===== src/rtl/iter_ctrl_if.sv =====
// Handshake bundle between an iteration controller and the datapath that drives it.
// The master side issues start/limit/step/abort; the slave side reports progress.
interface iter_ctrl_if #(
  parameter int unsigned CNT_W = 16
);
  logic             start;
  logic [CNT_W-1:0] limit;
  logic             step;
  logic             abort;
  logic             busy;
  logic [CNT_W-1:0] count;
  logic             first;
  logic             last;
  logic             done;
  logic             aborted;

  modport master (
    output start, limit, step, abort,
    input  busy, count, first, last, done, aborted
  );

  modport slave (
    input  start, limit, step, abort,
    output busy, count, first, last, done, aborted
  );
endinterface


===== src/rtl/iter_ctrl.sv =====
// Iteration sequencer: runs a 0-based counter up to a latched limit, one step per
// enabled cycle, and reports first/last/done/aborted status to the datapath.
module iter_ctrl #(
  parameter int unsigned CNT_W      = 16,
  parameter bit          DONE_PULSE = 1'b0
) (
  input logic        clk,
  input logic        rst,
  iter_ctrl_if.slave bus
);

  typedef enum logic {
    IDLE = 1'b0,
    RUN  = 1'b1
  } state_t;

  state_t           r_state;
  state_t           w_state_nxt;
  logic [CNT_W-1:0] r_count;
  logic [CNT_W-1:0] r_limit_q;
  logic [CNT_W-1:0] w_last_idx;
  logic             r_done;
  logic             r_aborted;
  logic             w_busy;
  logic             w_accept;
  logic             w_zero_run;
  logic             w_take_abort;
  logic             w_finish;
  logic             w_advance;

  assign w_last_idx = r_limit_q - CNT_W'(1);

  always_ff @(posedge clk) begin
    if (rst) r_state <= IDLE;
    else     r_state <= w_state_nxt;
  end

  // abort outranks step, so a final-iteration abort never reports done
  always_comb begin
    w_state_nxt  = r_state;
    w_accept     = 1'b0;
    w_zero_run   = 1'b0;
    w_take_abort = 1'b0;
    w_finish     = 1'b0;
    w_advance    = 1'b0;
    case (r_state)
      IDLE: begin
        if (bus.start) begin
          w_accept = 1'b1;
          if (bus.limit == '0) w_zero_run  = 1'b1;
          else                 w_state_nxt = RUN;
        end
      end
      RUN: begin
        if (bus.abort) begin
          w_take_abort = 1'b1;
          w_state_nxt  = IDLE;
        end else if (bus.step) begin
          if (r_count == w_last_idx) begin
            w_finish    = 1'b1;
            w_state_nxt = IDLE;
          end else begin
            w_advance = 1'b1;
          end
        end
      end
      default: w_state_nxt = IDLE;
    endcase
  end

  always_ff @(posedge clk) begin
    if (rst) begin
      r_count   <= '0;
      r_limit_q <= '0;
      r_done    <= 1'b0;
      r_aborted <= 1'b0;
    end else begin
      r_aborted <= w_take_abort;
      if (w_accept) begin
        r_limit_q <= bus.limit;
        r_count   <= '0;
        r_done    <= w_zero_run;
      end else if (w_finish) begin
        r_done <= 1'b1;
      end else if (DONE_PULSE) begin
        r_done <= 1'b0;
      end
      if (w_advance) r_count <= r_count + CNT_W'(1);
    end
  end

  always_comb begin
    w_busy      = (r_state == RUN);
    bus.busy    = w_busy;
    bus.count   = r_count;
    bus.first   = w_busy && (r_count == '0);
    bus.last    = w_busy && (r_count == w_last_idx);
    bus.done    = r_done;
    bus.aborted = r_aborted;
  end

endmodule


===== src/flat_wrapper.sv =====
// flat-port wrapper written by rule: the top's interface ports become plain ports
module iter_ctrl_flat 
#(
  parameter int unsigned CNT_W      = 16,
  parameter bit          DONE_PULSE = 1'b0
)
  (clk, rst, bus_start, bus_limit, bus_step, bus_abort, bus_busy, bus_count, bus_first, bus_last, bus_done, bus_aborted);
  iter_ctrl_if #(.CNT_W(CNT_W)) bus_i ();
  input logic clk;
  input logic rst;
  input wire logic [$bits(bus_i.start)-1:0] bus_start;
  input wire logic [$bits(bus_i.limit)-1:0] bus_limit;
  input wire logic [$bits(bus_i.step)-1:0] bus_step;
  input wire logic [$bits(bus_i.abort)-1:0] bus_abort;
  output wire logic [$bits(bus_i.busy)-1:0] bus_busy;
  output wire logic [$bits(bus_i.count)-1:0] bus_count;
  output wire logic [$bits(bus_i.first)-1:0] bus_first;
  output wire logic [$bits(bus_i.last)-1:0] bus_last;
  output wire logic [$bits(bus_i.done)-1:0] bus_done;
  output wire logic [$bits(bus_i.aborted)-1:0] bus_aborted;
  assign bus_i.start = bus_start;
  assign bus_i.limit = bus_limit;
  assign bus_i.step = bus_step;
  assign bus_i.abort = bus_abort;
  assign bus_busy = bus_i.busy;
  assign bus_count = bus_i.count;
  assign bus_first = bus_i.first;
  assign bus_last = bus_i.last;
  assign bus_done = bus_i.done;
  assign bus_aborted = bus_i.aborted;
  iter_ctrl #(.CNT_W(CNT_W), .DONE_PULSE(DONE_PULSE)) u_core (.clk(clk), .rst(rst), .bus(bus_i));
endmodule

===== config.mk =====
export PLATFORM = sky130hd
export DESIGN_NAME = iter_ctrl_flat
export DESIGN_NICKNAME = d
export VERILOG_FILES = /design/src/rtl/iter_ctrl_if.sv /design/src/rtl/iter_ctrl.sv /design/src/flat_wrapper.sv
export SDC_FILE = /design/constraint.sdc
export NUM_CORES = 1
export LEC_CHECK = 0
export CELL_PAD_IN_SITES_DETAIL_PLACEMENT = 0
export CELL_PAD_IN_SITES_GLOBAL_PLACEMENT = 1
export CORE_ASPECT_RATIO = 1.2
export CORE_MARGIN = 4
export CORE_UTILIZATION = 41
export CTS_CLUSTER_DIAMETER = 80
export DETAILED_ROUTE_END_ITERATION = 10
export GPL_TIMING_DRIVEN = 0
export PLACE_DENSITY = 0.95
export SLEW_MARGIN = 20
export SYNTH_ARGS = -nofsm -noshare
export SYNTH_HDL_FRONTEND = slang
export SYNTH_SLANG_ARGS = --single-unit

===== constraint.sdc =====
create_clock -name clk -period 8.7 [get_ports clk]
set_clock_uncertainty 0.2 [all_clocks]
set_input_delay 1.305 -clock clk [delete_from_list [all_inputs] [get_ports clk]]
set_output_delay 1.305 -clock clk [all_outputs]
set_load 0.1 [all_outputs]

==> results of run 1 <==
report_power, final:
part,leakage [nW],total [mW],switching [mW],internal [mW]
combinational,0.621,0.0864,0.0502,0.0362
clock,0.0612,0.155,0.0622,0.0927
sequential,0.285,0.173,0.00729,0.166
final cells by class:
type	instances	area, µm²	share of cell area, %
inverters	17	63.8	2.20
multi-input cells	221	1440	49.7
flip-flops and latches	35	701	24.1
plain buffers	16	90.1	3.10
clock buffers	6	82.6	2.84
clock inverters	2	35.0	1.21
well taps	62	77.6	2.67
repair buffers	41	410	14.1
worst min-delay path, delay by kind of cell, from the launching register on:
kind            cells  cell delay, ns
simple gates        1            0.06
flops               1            0.32
compound gates      1            0.05
state kept, by name (all words and copies together) (netlist names):
signal	count
u_core.r_limit_q	16
u_core.bus.aborted	1
u_core.bus.done	1
u_core.bus.busy	1
u_core.bus.count	16
final timing paths:
kind,to,slack (ns),depth (start not counted)
worst min register to register,u_core.r_limit_q[15],0.28,2
worst min-delay path,u_core.r_limit_q[15],0.28,2
worst max-delay path,bus_last,3.71,8
worst max register to register,u_core.bus.count[6],5.53,8
synthesized netlist by cell type (2+ instances only):
library cell,n
buf_1,3
nand2b_1,4
inv_1,17
and4_1,4
xnor2_1,14
buf_6,4
nor3_1,6
or4_4,2
nand2_1,48
nor4b_1,7
and3_1,2
ha_1,3
or3_1,3
nor2b_1,2
a2111o_1,2
nor4_1,18
o21ai_0,7
o21ai_1,4
o22ai_2,4
a21o_1,2
a41oi_1,3
nand3b_1,3
mux2_2,2
nor2_1,14
xor2_1,6
or4_1,2
nor3b_1,2
a21oi_1,20
dfxtp_1,35
clkbuf_1,9
nand3_1,12
o221ai_2,2
o221ai_1,3
kinds of logic after synthesis:
group                      Yosys count  synth area share, %
adders and majority gates            3                 1.63
AOI/OAI and AO/OA                   59                 19.1
and+or+nand+nor                    136                 33.0
buffers and inverters               33                 6.70
DFF                                 35                 30.5
muxes                                3                 1.42
xor gates and xnor gates            20                 7.62
per-layer routing:
layer | up-vias | global-route usage [%]
met1 | 1106 | 22.8
met3 | 15 | 3.00
li1 | 1145 | -
met5 | - | 0
met4 | 0 | 8.31
met2 | 60 | 31.5
==> impl_metrics.env, run 1 <==
export IMPL_core_mm2=0.00537
export IMPL_syn_area_mm2=0.00230
export IMPL_dp_cells=392
export IMPL_antenna_found_initial=0
export IMPL_status="complete, no violations"
export IMPL_setup_violations=0
export IMPL_numCtsBuffers=5
export IMPL_fin_crit_ns=4.99
export IMPL_power_leakage_nw=0.967
export IMPL_tritoncts="yes"
export IMPL_critPathMaxFanout=8
export IMPL_drt_initial_drc_count=121
export IMPL_highest_signal_layer="met4"
export IMPL_fin_cells=400
export IMPL_timing_hold_ws_ns=0.283
export IMPL_track_usage_pct=18.5
export IMPL_ctsHoldBuffers=0
export IMPL_finalWirelength_um=6220
export IMPL_ctsResizeCount=0
export IMPL_ys_seq_elements=35
export IMPL_area_growth_pct=26.3
export IMPL_postSynthCellCount=289
export IMPL_synth_top_area_share_pct=30.5
export IMPL_yosys_warnings=0
export IMPL_ant_nets=0
export IMPL_ios=42
export IMPL_crit_family="simple AND/OR/NAND/NOR gates"
export IMPL_worst_path_max_delay_cell="clkdlybuf4s50_1"
export IMPL_route_met3_wl_um=272
export IMPL_rsz0062_at_grt="no"
export IMPL_root_buffer="clkbuf_8"
export IMPL_drv_cap=0
export IMPL_startpoint="u_core.r_limit_q[2]"
export IMPL_grt_max_degree=12
export IMPL_viasPerCell=5.82
export IMPL_yosys_area_top_type="dfxtp_1"
export IMPL_place_ws_ns=4.02
export IMPL_initial_core_util_pct=42.8
export IMPL_synth_avg_cell_area_um2=7.95
export IMPL_drc=0
export IMPL_crit_arrival_ns=3.49
export IMPL_synth_enable_flop_cells=0
export IMPL_synth_nets=313
export IMPL_crit_chain="buf_6, or4_4, or4_4, a211oi_2, o22ai_2, nor2_1, and4_1, clkdlybuf4s50_1"
export IMPL_critPathKind="reg -> out"
export IMPL_cp_num_buf_inv=2
export IMPL_synth_area_leaders="dfxtp_1, nand2_1, xnor2_1, nor4_1, a21oi_1"
export IMPL_fp_dieH_um=90.0
export IMPL_grt_overflow_total=0
export IMPL_ir_worst_vdd_uv=72.2
export IMPL_post_dp_hpwl_um=4830
export IMPL_r2r_start="u_core.r_limit_q[8]"
export IMPL_first_pass_iters=5
export IMPL_route_met2_wl_um=2990
export IMPL_wl_per_cell_um=15.5
export IMPL_p_per_area_mw_per_mm2=143
export IMPL_rows=29
export IMPL_antenna_cells=0
export IMPL_min_from="u_core.r_limit_q[15]"
export IMPL_fillers=532
export IMPL_num_nets_final=361
export IMPL_max_stage_delay_ns=1.13
export IMPL_crit_top_cell="or4_4"
export IMPL_io_buffers=41
export IMPL_clk_latency_ns=0.29
export IMPL_fin_util_pct=54.1
export IMPL_finalMaxSlewViolations=0
export IMPL_synthArstFlopShare_pct=0
export IMPL_grt_pass1_vias=2263
export IMPL_fmax_ghz=0.200
export IMPL_hold_path_class="reg -> reg"
export IMPL_vias=2326
export IMPL_cp_end_kind="primary output"
export IMPL_finalHoldViolations=0
export IMPL_cts_sinks=35
export IMPL_post_route_period_util_pct=57.4
export IMPL_fin_tns_setup_ns=0
export IMPL_slew_headroom_pct=34.6
export IMPL_final_common_cell="nand2_1"
export IMPL_postCtsSetupBuffers=0
export IMPL_die_w_um=76.4
export IMPL_final_area_mm2=0.00290
export IMPL_dieArea_mm2=0.00687
export IMPL_setup_ws_ns=3.71
export IMPL_drt_met1_wl_um=2780
export IMPL_power_total_mw=0.414
export IMPL_synth_cell_type_count=53
export IMPL_worst_slew_pin_slew_ns=0.978
export IMPL_cts_max_level=2
export IMPL_dpl_instance_area_mm2=0.00279
export IMPL_synthFlopType="dfxtp_1"
export IMPL_required_ns=7.19
export IMPL_cts_clk_slew_worst_paths_ns=0.07
export IMPL_grt_pass1_wl_um=10600
export IMPL_clockBufferDepth=2
export IMPL_ys_seq_area_share_pct=30.5
export IMPL_final_cell_mix="nand2_1, clkdlybuf4s50_1, dfxtp_1"
export IMPL_drive_gt1_share_pct=9.47
export IMPL_critPathLaunchType="flip-flop"
export IMPL_globalplace_congestion=0.815
Power figures use the tool's default switching activity.
==> inputs of run 2 (changes only) <==
CORE_UTILIZATION = 35   (was 41)
PLACE_DENSITY = 0.88   (was 0.95)
clock period = 4.5 ns   (was 8.7 ns; I/O delays follow)
==> run 2 against run 1 <==
Total power is 94% higher. Worst hold slack got worse by 0.010 ns. Sequential share of layout area down 0.24 points. Via count shrank 2.6%. Clock-buffer cell count stayed put. Non-clock buffer count is the same. Critical path depth is the same. Final area up 0.99%. Combinational power rose by 93%. Highest routed layer unchanged. Sequential cell count did not move. Register-to-register slack lost 4.2 ns.
==> impl_metrics.env, run 2 (synthesized netlist as in run 1, its figures left out) <==
export IMPL_globalplace_congestion=0.815
export IMPL_critPathKind="reg -> out"
export IMPL_fin_cells=423
export IMPL_grt_pass1_vias=2243
export IMPL_ctsHoldBuffers=0
export IMPL_crit_path_end="bus_last"
export IMPL_ant_nets=0
export IMPL_die_w_um=82.0
export IMPL_ios=42
export IMPL_p_per_area_mw_per_mm2=274
export IMPL_reg2reg_depth=8
export IMPL_r2r_end="u_core.bus.count[6]"
export IMPL_critPathMaxFanout=8
export IMPL_tritoncts="yes"
export IMPL_cp_end_kind="primary output"
export IMPL_cts_clk_slew_worst_paths_ns=0.08
export IMPL_drive_gt1_share_pct=9.47
export IMPL_core_mm2=0.00641
export IMPL_num_nets_final=361
export IMPL_setup_violations=0
export IMPL_fp_dieH_um=96.8
export IMPL_wl_per_cell_um=15.1
export IMPL_final_common_cell="nand2_1"
export IMPL_grt_max_degree=12
export IMPL_antenna_found_initial=0
export IMPL_viasPerCell=5.35
export IMPL_dp_cells=415
export IMPL_numCtsBuffers=5
export IMPL_clockBufferDepth=2
export IMPL_fmax_ghz=0.230
export IMPL_postCtsSetupBuffers=0
export IMPL_cts_sinks=35
export IMPL_power_leakage_nw=0.967
export IMPL_first_pass_iters=4
export IMPL_drt_initial_drc_count=144
export IMPL_r2r_slack_ns=1.29
export IMPL_final_cell_mix="nand2_1, clkdlybuf4s50_1, dfxtp_1"
export IMPL_required_ns=3.62
export IMPL_r2r_start="u_core.r_limit_q[8]"
export IMPL_final_area_mm2=0.00293
export IMPL_track_usage_pct=17.0
export IMPL_fin_tns_setup_ns=0
export IMPL_vias=2265
export IMPL_antenna_cells=0
export IMPL_status="complete, no violations"
export IMPL_grt_overflow_total=0
export IMPL_finalWirelength_um=6390
export IMPL_area_growth_pct=27.6
export IMPL_worst_slew_pin_slew_ns=0.975
export IMPL_clk_latency_ns=0.29
export IMPL_finalHoldViolations=0
export IMPL_io_buffers=41
export IMPL_critPathLaunchType="flip-flop"
export IMPL_root_buffer="clkbuf_8"
export IMPL_rsz0062_at_grt="no"
export IMPL_drv_cap=0
export IMPL_dpl_instance_area_mm2=0.00282
export IMPL_ir_worst_vdd_uv=156
export IMPL_slew_headroom_pct=34.8
export IMPL_ctsResizeCount=0
export IMPL_post_route_period_util_pct=96.8
export IMPL_finalMaxSlewViolations=0
export IMPL_cts_max_level=2
export IMPL_dieArea_mm2=0.00793
export IMPL_drc=0
export IMPL_fin_crit_ns=4.36
export IMPL_post_dp_hpwl_um=4940
export IMPL_crit_arrival_ns=3.48
export IMPL_startpoint="u_core.r_limit_q[2]"
export IMPL_grt_pass1_wl_um=10800
export IMPL_rows=32
export IMPL_initial_core_util_pct=35.9
export IMPL_hold_path_class="reg -> reg"
==> run 2: layout make-up <==
type | count | area (µm²)
sequential | 35 | 701
buffer | 16 | 90.1
inverter | 17 | 63.8
fill | 665 | 3470
multi-input combinational | 221 | 1440
timing repair buffer | 41 | 410
tap | 85 | 106
clock inverter | 2 | 35.0
clock buffer | 6 | 82.6
==> run 2: worst min path at each step <==
| stage | start | endpoint | cells after the start | slack, ns |
|---|---|---|---|---|
| floorplan | u_core.r_limit_q[15] | u_core.r_limit_q[15] | 2 | 0.25 |
| global placement | u_core.r_limit_q[15] | u_core.r_limit_q[15] | 2 | 0.26 |
| detailed placement | u_core.r_limit_q[15] | u_core.r_limit_q[15] | 2 | 0.26 |
| CTS | u_core.r_limit_q[15] | u_core.r_limit_q[15] | 2 | 0.28 |
| global route | u_core.r_limit_q[15] | u_core.r_limit_q[15] | 2 | 0.30 |
| finish | u_core.r_limit_q[15] | u_core.r_limit_q[15] | 2 | 0.27 |
==> run 2: through the flow <==
stage               total power [mW]  utilization [%]  worst slack [ns]  hold WS [ns]
finish                         0.803             45.8             0.144         0.273
global route                   0.842             45.8            0.0523         0.301
CTS                            0.806             45.8             0.118         0.276
detailed placement             0.507             43.9             0.445         0.265
global placement               0.504             43.9             0.446         0.262
floorplan                      0.455                -             0.771         0.249
==> run 2: per-layer routing <==
| layer | vias up | GRT usage (%) | share of wire (%) |
|---|---|---|---|
| met2 | 57 | 27.2 | 48 |
| met1 | 1054 | 22.6 | 45 |
| met3 | 9 | 2.70 | 4.9 |
| met4 | 0 | 6.14 | 2.1 |
| met5 | - | 0 | 0 |
| li1 | 1145 | - | - |
==> run 2: critical path, cell delays in order, from the launching register on <==
cell	delay, ns
dfxtp_1	0.31
buf_6	0.13
or4_4	0.55
or4_4	0.44
a211oi_2	0.18
o22ai_2	0.13
nor2_1	0.11
and4_1	0.20
clkdlybuf4s50_1	1.13
==> run 2: where the power goes <==
group          leakage, nW  switching, mW  internal (mW)
Combinational        0.621         0.0970         0.0699
Sequential           0.285         0.0141          0.320
Clock               0.0612          0.122          0.179
